`config.mk`:
```
export PLATFORM = sky130hd
export DESIGN_NAME = get_put_pump_flat
export DESIGN_NICKNAME = d
export VERILOG_FILES = /design/src/rtl/get_put_pump_pkg.sv /design/src/rtl/get_put_pump_if.sv /design/src/rtl/get_put_pump_mem.sv /design/src/rtl/get_put_pump.sv /design/src/flat_wrapper.sv
export SDC_FILE = /design/constraint.sdc
export NUM_CORES = 1
export LEC_CHECK = 0
export ABC_AREA = 1
export BUFFER_PORTS_ARGS = -buffer_cell sky130_fd_sc_hd__buf_2
export CAP_MARGIN = 20
export CORE_AREA = 10 10 47 49
export DETAILED_ROUTE_END_ITERATION = 10
export DIE_AREA = 0 0 57 59
export PLACE_DENSITY_LB_ADDON = 0.25
export SYNTH_ARGS = -nofsm -noshare
export SYNTH_HDL_FRONTEND = slang
export SYNTH_SLANG_ARGS = --single-unit
```
`constraint.sdc`:
```
create_clock -name CLK -period 4.7 [get_ports CLK]
set_clock_uncertainty 0.05 [all_clocks]
set_input_delay 0.94 -clock CLK [delete_from_list [all_inputs] [get_ports CLK]]
set_output_delay 0.94 -clock CLK [all_outputs]
set_load 0.02 [all_outputs]
```
`src/rtl/get_put_pump_pkg.sv`:
```
// -----------------------------------------------------------------------------
// get_put_pkg
// Shared definitions for the get_put_pump block:
//   - STATS_WIDTH : width of the optional transfer/stall statistics counters
//   - occ_state_e : FIFO occupancy state (EMPTY / PARTIAL / FULL)
//   - clog2()     : ceiling log2 used to size pointers and the occupancy count
// -----------------------------------------------------------------------------
package get_put_pkg;

  localparam int STATS_WIDTH = 32;

  // Occupancy of the pump FIFO. EMPTY and FULL directly gate the two enables.
  typedef enum logic [1:0] {
    OCC_EMPTY   = 2'd0,
    OCC_PARTIAL = 2'd1,
    OCC_FULL    = 2'd2
  } occ_state_e;

  // Ceiling log2, minimum result 1 so a pointer always has at least one bit.
  function automatic int clog2(input int value);
    int r;
    r = 1;
    for (int i = 1; i < 31; i++) begin
      if ((1 << i) < value) r = i + 1;
    end
    return r;
  endfunction

endpackage

```
`src/rtl/get_put_pump_if.sv`:
```
// -----------------------------------------------------------------------------
// get_put_pump_if
// Groups the upstream Get method, the downstream Put method and the pump's
// occupancy debug state into one bundle.
//
// Handshake semantics (BSV method style, valid/ready):
//   Upstream  : `get` is valid whenever RDY_get=1. The pump asserts EN_get in a
//               cycle to consume the word on `get` at the next rising edge.
//   Downstream: `put` carries the FIFO head. The pump asserts EN_put only when
//               RDY_put=1 and it holds data; the word is consumed at that edge.
//   Neither enable ever depends combinationally on the opposite side.
//
// Modports:
//   master : the pump (drives EN_get, put, EN_put, occ_state)
//   slave  : the environment (drives get, RDY_get, RDY_put)
// -----------------------------------------------------------------------------
import get_put_pkg::*;

interface get_put_pump_if #(
  parameter int DATA_WIDTH = 1
);

  logic [DATA_WIDTH-1:0] get;
  logic                  RDY_get;
  logic                  EN_get;
  logic [DATA_WIDTH-1:0] put;
  logic                  RDY_put;
  logic                  EN_put;
  occ_state_e            occ_state;  // debug view of the pump occupancy FSM

  modport master (
    input  get,
    input  RDY_get,
    input  RDY_put,
    output EN_get,
    output put,
    output EN_put,
    output occ_state
  );

  modport slave (
    output get,
    output RDY_get,
    output RDY_put,
    input  EN_get,
    input  put,
    input  EN_put,
    input  occ_state
  );

endinterface

```
`src/rtl/get_put_pump_mem.sv`:
```
// -----------------------------------------------------------------------------
// get_put_pump_mem
// DEPTH x DATA_WIDTH register file: one synchronous write port, one
// asynchronous read port. Contents are not reset; the pump masks the read
// data while empty so nothing uninitialised ever reaches its outputs.
//
// Ports:
//   clk_i   : clock
//   we_i    : write enable
//   waddr_i : write address
//   wdata_i : write data
//   raddr_i : read address
//   rdata_o : read data (combinational from raddr_i)
// -----------------------------------------------------------------------------
module get_put_pump_mem #(
  parameter int DATA_WIDTH = 1,
  parameter int DEPTH      = 2,
  parameter int AW         = 1
) (
  input  logic                  clk_i,
  input  logic                  we_i,
  input  logic [AW-1:0]         waddr_i,
  input  logic [DATA_WIDTH-1:0] wdata_i,
  input  logic [AW-1:0]         raddr_i,
  output logic [DATA_WIDTH-1:0] rdata_o
);

  logic [DATA_WIDTH-1:0] mem_q [DEPTH];

  always_ff @(posedge clk_i) begin
    if (we_i) mem_q[waddr_i] <= wdata_i;
  end

  assign rdata_o = mem_q[raddr_i];

endmodule

```
`src/rtl/get_put_pump.sv`:
```
// -----------------------------------------------------------------------------
// get_put_pump
// Pulls words from an upstream BSV Get method and pushes them into a
// downstream BSV Put method through a DEPTH-entry FIFO. The FIFO breaks any
// combinational path from RDY_put to EN_get: a word captured at edge N is
// offered downstream from cycle N+1 (no bypass).
//
// Ports:
//   CLK         : clock, all state on posedge
//   RST         : synchronous reset, active-high; also gates EN_get/EN_put
//   bus         : get_put_pump_if.master (get/RDY_get/EN_get, put/RDY_put/EN_put,
//                 occ_state debug)
//   xfer_count  : words delivered via EN_put           (GET_PUT_PUMP_STATS_EN)
//   stall_count : cycles with data held and RDY_put=0  (GET_PUT_PUMP_STATS_EN)
//
// Configuration macro: GET_PUT_PUMP_STATS_EN adds the two 32-bit wrapping
// statistics counters. Without it the ports and counters do not exist and the
// datapath is unchanged.
//
// DEPTH must be a power of two (>= 2) so pointers wrap by natural overflow.
// -----------------------------------------------------------------------------
module get_put_pump
  import get_put_pkg::*;
#(
  parameter int DATA_WIDTH = 1,
  parameter int DEPTH      = 2
) (
  input  logic                   CLK,
  input  logic                   RST,
  get_put_pump_if.master         bus
`ifdef GET_PUT_PUMP_STATS_EN
  ,
  output logic [STATS_WIDTH-1:0] xfer_count,
  output logic [STATS_WIDTH-1:0] stall_count
`endif
);

  localparam int PW = clog2(DEPTH);
  localparam int CW = PW + 1;

  logic [PW-1:0]         wr_ptr_q, wr_ptr_d;
  logic [PW-1:0]         rd_ptr_q, rd_ptr_d;
  logic [CW-1:0]         count_q, count_d;
  occ_state_e            state_q, state_d;
  logic                  empty_q, empty_d;
  logic                  full_q, full_d;
  logic                  en_get;
  logic                  en_put;
  logic [DATA_WIDTH-1:0] head;

  // Enables depend only on registered flags and the local ready inputs; RST
  // forces both low so nothing is consumed in a reset cycle.
  assign en_get = ~RST & bus.RDY_get & ~full_q;
  assign en_put = ~RST & bus.RDY_put & ~empty_q;

  get_put_pump_mem #(
    .DATA_WIDTH (DATA_WIDTH),
    .DEPTH      (DEPTH),
    .AW         (PW)
  ) u_mem (
    .clk_i   (CLK),
    .we_i    (en_get),
    .waddr_i (wr_ptr_q),
    .wdata_i (bus.get),
    .raddr_i (rd_ptr_q),
    .rdata_o (head)
  );

  // Next-state: pointers, occupancy count and the EMPTY/PARTIAL/FULL FSM.
  always_comb begin
    wr_ptr_d = wr_ptr_q;
    rd_ptr_d = rd_ptr_q;
    count_d  = count_q;
    state_d  = state_q;
    empty_d  = empty_q;
    full_d   = full_q;

    if (en_get) wr_ptr_d = wr_ptr_q + PW'(1);
    if (en_put) rd_ptr_d = rd_ptr_q + PW'(1);

    // Simultaneous get and put (PARTIAL only) leaves the count unchanged.
    count_d = count_q + CW'(en_get) - CW'(en_put);

    if (count_d == '0) begin
      state_d = OCC_EMPTY;
    end else if (count_d == CW'(DEPTH)) begin
      state_d = OCC_FULL;
    end else begin
      state_d = OCC_PARTIAL;
    end

    empty_d = (state_d == OCC_EMPTY);
    full_d  = (state_d == OCC_FULL);
  end

  always_ff @(posedge CLK) begin
    if (RST) begin
      wr_ptr_q <= '0;
      rd_ptr_q <= '0;
      count_q  <= '0;
      state_q  <= OCC_EMPTY;
      empty_q  <= 1'b1;
      full_q   <= 1'b0;
    end else begin
      wr_ptr_q <= wr_ptr_d;
      rd_ptr_q <= rd_ptr_d;
      count_q  <= count_d;
      state_q  <= state_d;
      empty_q  <= empty_d;
      full_q   <= full_d;
    end
  end

  assign bus.EN_get    = en_get;
  assign bus.EN_put    = en_put;
  // Mask the head while empty: stale or never-written entries stay invisible.
  assign bus.put       = empty_q ? '0 : head;
  assign bus.occ_state = state_q;

`ifdef GET_PUT_PUMP_STATS_EN
  logic [STATS_WIDTH-1:0] xfer_q;
  logic [STATS_WIDTH-1:0] stall_q;

  // Counters wrap naturally at 2^STATS_WIDTH.
  always_ff @(posedge CLK) begin
    if (RST) begin
      xfer_q  <= '0;
      stall_q <= '0;
    end else begin
      if (en_put)                   xfer_q  <= xfer_q + STATS_WIDTH'(1);
      if (~empty_q & ~bus.RDY_put)  stall_q <= stall_q + STATS_WIDTH'(1);
    end
  end

  assign xfer_count  = xfer_q;
  assign stall_count = stall_q;
`else
  // Statistics disabled: no counter state is built.
`endif

endmodule
```
`src/flat_wrapper.sv`:
```
// flat-port wrapper written by rule: the top's interface ports become plain ports
module get_put_pump_flat import get_put_pkg::*;
#(
  parameter int DATA_WIDTH = 1,
  parameter int DEPTH      = 2
)
  (CLK, RST, bus_get, bus_RDY_get, bus_RDY_put, bus_EN_get, bus_put, bus_EN_put, bus_occ_state);
  get_put_pump_if #(.DATA_WIDTH(DATA_WIDTH)) bus_i ();
  input  logic CLK;
  input  logic RST;
  input wire logic [$bits(bus_i.get)-1:0] bus_get;
  input wire logic [$bits(bus_i.RDY_get)-1:0] bus_RDY_get;
  input wire logic [$bits(bus_i.RDY_put)-1:0] bus_RDY_put;
  output wire logic [$bits(bus_i.EN_get)-1:0] bus_EN_get;
  output wire logic [$bits(bus_i.put)-1:0] bus_put;
  output wire logic [$bits(bus_i.EN_put)-1:0] bus_EN_put;
  output wire logic [$bits(bus_i.occ_state)-1:0] bus_occ_state;
  assign bus_i.get = bus_get;
  assign bus_i.RDY_get = bus_RDY_get;
  assign bus_i.RDY_put = bus_RDY_put;
  assign bus_EN_get = bus_i.EN_get;
  assign bus_put = bus_i.put;
  assign bus_EN_put = bus_i.EN_put;
  assign bus_occ_state = bus_i.occ_state;
  get_put_pump #(.DATA_WIDTH(DATA_WIDTH), .DEPTH(DEPTH)) u_core (.CLK(CLK), .RST(RST), .bus(bus_i));
endmodule
```
==> results.sh, run 1 <==
export IMPL_wl_um=719
export IMPL_instances_no_fill=81
export IMPL_synth_area_leader_cell="dfxtp_1"
export IMPL_power_density_mw_per_mm2=388
export IMPL_status="completed"
export IMPL_place_detailed_instances=77
export IMPL_whs_ns=0.453
export IMPL_final_common_cell="inv_1"
export IMPL_cts_root_buf="clkbuf_4"
export IMPL_endpoint_kind="output pin"
export IMPL_coreArea_mm2=0.00140
export IMPL_ctsResizeCount=0
export IMPL_tns_ns=0
export IMPL_grt_usage=0.0529
export IMPL_netlist_instances=54
export IMPL_diodes=0
export IMPL_worstMarginPinSlew_ns=0.204
export IMPL_dp_hpwl_um=588
export IMPL_setup_violations=0
export IMPL_synthDistinctLibCells=16
export IMPL_ys_ff_latch=9
export IMPL_cts_buffers=3
export IMPL_drtAntennaViolNets=0
export IMPL_rsz0062_at_grt="false"
export IMPL_grt_pass1_vias=341
export IMPL_fillers=162
export IMPL_slew_viol_final=0
export IMPL_crit_start="bus_RDY_get"
export IMPL_grt_pass1_wl_um=1370
export IMPL_drtPass1Iterations=2
export IMPL_period_share=0.524
export IMPL_drive_gt1_frac=0.292
export IMPL_seq_area_frac_synth=0.464
export IMPL_vias=334
export IMPL_reg2reg_from="u_core.full_q"
export IMPL_fin_ws_ns=2.24
export IMPL_fp_dieH_um=59
export IMPL_rows=14
export IMPL_antenna_found_initial=0
export IMPL_cts_hold_buf=0
export IMPL_floorplan_die_area_mm2=0.00336
export IMPL_synthToLayoutAreaGrowth_pct=17.7
export IMPL_viasPerCell=4.12
export IMPL_initial_core_util=0.308
export IMPL_fmax_ghz=0.406
export IMPL_crit_chain="buf_2, inv_1, nor2_2, nand2_4, inv_1, buf_2"
export IMPL_cpPeakStageDelay_ns=0.15
export IMPL_vdd_drop_max_uv=191
export IMPL_pin_count=10
export IMPL_port_buffers=9
export IMPL_wl_per_cell_um=8.88
export IMPL_htreeDepth=1
export IMPL_cts_setup_buffers=0
export IMPL_clockBufferDepth=2
export IMPL_globalplace_congestion=0.766
export IMPL_syn_nets=61
export IMPL_drt_iter0_drc=6
export IMPL_grt_ovfl_total=0
export IMPL_period_minus_slack_ns=2.46
export IMPL_mostFrequentLayoutCells="10 x inv_1, 9 x nand2_1, 9 x buf_2, 7 x dfxtp_1, 6 x nor2_1"
export IMPL_clk_latency_ns=0.26
export IMPL_synth_area_um2=432
export IMPL_arrival_ns=1.47
export IMPL_clkTransAtPathRegs_ns=0.06
export IMPL_cts_tree="yes"
export IMPL_hold_viol_final=0
export IMPL_syn_avg_cell_area_um2=7.99
export IMPL_leakagePower_nw=0.276
export IMPL_cts_num_sinks=9
export IMPL_synth_top_cell_area_share=0.325
export IMPL_slew_headroom=0.863
export IMPL_drc=0
export IMPL_path_max_fanout=4
export IMPL_hold_class="register to register"
export IMPL_nets=73
export IMPL_maxCapViolCount=0
export IMPL_final_core_util=0.363
export IMPL_grt_max_degree=6
export IMPL_ys_warn_count=0
export IMPL_critPathRequiredTime_ns=3.71
export IMPL_post_place_ws_ns=2.23
export IMPL_synth_area_top_cells="dfxtp_1 32%, edfxtp_1 14%, inv_1 8.7%"
export IMPL_worstHoldStart="u_core.rd_ptr_q"
export IMPL_start_kind="primary input"
export IMPL_critPathKind="primary input to output pin"
export IMPL_die_x_um=57
export IMPL_critPathSlowestCell="buf_2"
## per-stage QoR
step | area, um2 | power, mW
floorplan | 432 | 0.131
global placement | 482 | 0.140
detailed placement | 482 | 0.140
CTS | 508 | 0.201
global route | 508 | 0.214
finish | 508 | 0.197
## power breakdown
group,internal (mW),switching [mW],total (mW)
Clock,0.0327,0.0273,0.0600
Sequential,0.0888,0.00428,0.0931
Combinational,0.0162,0.0278,0.0440
Total,0.138,0.0593,0.197
## per-layer routing
layer | global-route usage | routed length, um | up-vias
li1 | - | - | 185
met2 | 0.0620 | 255 | 13
met4 | 0.0302 | 12 | 0
met3 | 0.0494 | 100 | 2
met5 | 0 | 0 | -
met1 | 0.0600 | 352 | 134
## cell usage after synthesis, drive strengths merged
library cell,number
nand2,11
xor2,1
buf,2
nor2,9
o21ai,2
nand3,5
edfxtp,2
inv,12
dfxtp,7
ha,2
a21oi,1
## cells by family after synthesis
family	synth area share
compound gates	0.0348
xor+xnor	0.0203
fa+ha+maj	0.0580
buf+inv	0.139
flops	0.464
simple gates	0.284
## path summary, 6_finish.rpt
check | to | cells past startpoint | slack, ns
min | u_core.rd_ptr_q | 2 | 0.45
max | bus_EN_get | 6 | 2.24
min reg2reg | u_core.rd_ptr_q | 2 | 0.45
max reg2reg | u_core.full_q | 10 | 3.12
## layout make-up
cell class | instances | area (um2) | share of cell area
Inverter | 12 | 45.0 | 0.0887
Multi-Input combinational cell | 31 | 171 | 0.337
Clock buffer | 4 | 26.3 | 0.0517
Tap cell | 16 | 20.0 | 0.0394
Sequential cell | 9 | 200 | 0.394
Timing Repair Buffer | 9 | 45.0 | 0.0887
## critical path: cells and delay by family
kind | cells | cell delay [ns]
simple gates | 2 | 0.21
buf+inv | 4 | 0.31
Power figures use the tool's default switching activity.
==> run 2, diff against run 1 <==
==> constraint.sdc (replaced) <==
create_clock -name CLK -period 2.4 [get_ports CLK]
set_clock_uncertainty 0.05 [all_clocks]
set_input_delay 0.48 -clock CLK [delete_from_list [all_inputs] [get_ports CLK]]
set_output_delay 0.48 -clock CLK [all_outputs]
set_load 0.02 [all_outputs]
==> results.sh, run 2 (synthesized netlist as in run 1, its figures left out) <==
export IMPL_status="completed"
export IMPL_mostFrequentLayoutCells="10 x inv_1, 9 x nand2_1, 9 x buf_2, 7 x dfxtp_1, 6 x nor2_1"
export IMPL_drt_iter0_drc=6
export IMPL_synthToLayoutAreaGrowth_pct=17.7
export IMPL_nets=73
export IMPL_tns_ns=0
export IMPL_clk_latency_ns=0.26
export IMPL_met3_length_um=110
export IMPL_maxCapViolCount=0
export IMPL_viasPerCell=4.15
export IMPL_leakagePower_nw=0.276
export IMPL_fillers=164
export IMPL_reg2reg_from="u_core.empty_q"
export IMPL_diodes=0
export IMPL_start_kind="register"
export IMPL_slew_viol_final=0
export IMPL_drive_gt1_frac=0.292
export IMPL_vdd_drop_max_uv=390
export IMPL_drtPass1Iterations=4
export IMPL_power_density_mw_per_mm2=761
export IMPL_wl_met1_um=386
export IMPL_grt_pass1_wl_um=1430
export IMPL_dp_hpwl_um=613
export IMPL_slew_headroom=0.837
export IMPL_path_max_fanout=4
export IMPL_cts_num_sinks=9
export IMPL_fin_ws_ns=0.773
export IMPL_die_x_um=57
export IMPL_port_buffers=9
export IMPL_arrival_ns=1.73
export IMPL_path_common_cell="inv_1"
export IMPL_period_minus_slack_ns=1.63
export IMPL_path_buf_inv=3
export IMPL_wl_um=772
export IMPL_antenna_found_initial=0
export IMPL_endpoint_kind="register"
export IMPL_globalplace_congestion=0.721
export IMPL_critPathKind="register to register"
export IMPL_reg2reg_depth=11
export IMPL_min_to="u_core.u_mem.mem_q[1]"
export IMPL_setup_violations=0
export IMPL_r2r_end="u_core.full_q"
export IMPL_cts_setup_buffers=0
export IMPL_wl_met2_um=266
export IMPL_initial_core_util=0.308
export IMPL_worstHoldStart="bus_get"
export IMPL_grt_usage=0.0559
export IMPL_wl_per_cell_um=9.53
export IMPL_rsz0062_at_grt="false"
export IMPL_pin_count=10
export IMPL_fmax_ghz=0.615
export IMPL_final_common_cell="inv_1"
export IMPL_final_core_util=0.363
export IMPL_worstMarginPinSlew_ns=0.242
export IMPL_cts_hold_buf=0
export IMPL_cts_buffers=3
export IMPL_hold_viol_final=0
export IMPL_grt_ovfl_total=0
export IMPL_fp_dieH_um=59
export IMPL_grt_max_degree=6
export IMPL_vias=336
export IMPL_grt_pass1_vias=348
export IMPL_crit_family="simple AND/OR/NAND/NOR gates"
export IMPL_drtAntennaViolNets=0
export IMPL_cts_tree="yes"
export IMPL_cpPeakStageDelay_ns=0.29
export IMPL_clockBufferDepth=2
export IMPL_reg2reg_slack_ns=0.77
export IMPL_floorplan_die_area_mm2=0.00336
export IMPL_htreeDepth=1
export IMPL_highest_layer="met4"
export IMPL_coreArea_mm2=0.00140
export IMPL_drc=0
export IMPL_ctsResizeCount=0
export IMPL_clkTransAtPathRegs_ns=0.06
export IMPL_post_place_ws_ns=0.549
export IMPL_rows=14
export IMPL_crit_chain="inv_1, nand2_1, nor2_1, ha_1, inv_1, ha_1, inv_1, nand2_1, nand3_1, nand3_1, nor2_1"
export IMPL_critPathRequiredTime_ns=2.51
export IMPL_cts_root_buf="clkbuf_4"
export IMPL_critPathSlowestCell="dfxtp_1"
export IMPL_hold_depth=1
export IMPL_whs_ns=0.357
export IMPL_period_share=0.678
export IMPL_hold_class="primary input to register"
[run 2: cell counts in the layout (fill, tap and decap cells not counted)]
Identical to the previous run, type by type.
[run 2: cell type report]
| class | count | area, um2 | share of cell area |
|---|---|---|---|
| clock buffer | 4 | 26.3 | 0.0517 |
| inverter | 12 | 45.0 | 0.0887 |
| multi-input combinational | 31 | 171 | 0.337 |
| sequential | 9 | 200 | 0.394 |
| tap | 16 | 20.0 | 0.0394 |
| timing repair buffer | 9 | 45.0 | 0.0887 |
[run 2: layer usage]
| metal | up-vias | track usage |
|---|---|---|
| met1 | 139 | 0.0599 |
| met5 | - | 0 |
| met4 | 0 | 0.0302 |
| li1 | 184 | - |
| met3 | 2 | 0.0558 |
| met2 | 11 | 0.0682 |
[run 2: worst max path at each step]
stage                     to  slack [ns]            from  depth (start not counted)
2_1_floorplan  u_core.full_q        0.54     bus_RDY_put                         10
6_report       u_core.full_q        0.77  u_core.empty_q                         11
4_1_cts        u_core.full_q        0.78  u_core.empty_q                         11
5_1_grt        u_core.full_q        0.59  u_core.empty_q                         11
3_3_place_gp   u_core.full_q        0.54     bus_RDY_get                         12
3_5_place_dp   u_core.full_q        0.55     bus_RDY_get                         12
[run 2: worst reg2reg max path: stages (launching register included)]
cell     delay, ns
dfxtp_1       0.29
inv_1         0.06
nand2_1       0.07
nor2_1        0.17
ha_1          0.26
inv_1         0.06
ha_1          0.20
inv_1         0.09
nand2_1       0.06
nand3_1       0.06
nand3_1       0.10
nor2_1        0.04
[run 2: metrics by stage]
stage	power [mW]	instances	cell area [um2]
6_report	0.387	81	508
3_5_place_dp	0.275	77	482
2_1_floorplan	0.256	54	432
5_1_grt	0.417	81	508
3_3_place_gp	0.275	77	482
4_1_cts	0.396	81	508
[run 2: power breakdown]
| group | total, mW | switching, mW | internal [mW] |
|---|---|---|---|
| Sequential | 0.183 | 0.00861 | 0.174 |
| Clock | 0.116 | 0.0517 | 0.0640 |
| Combinational | 0.0884 | 0.0561 | 0.0323 |
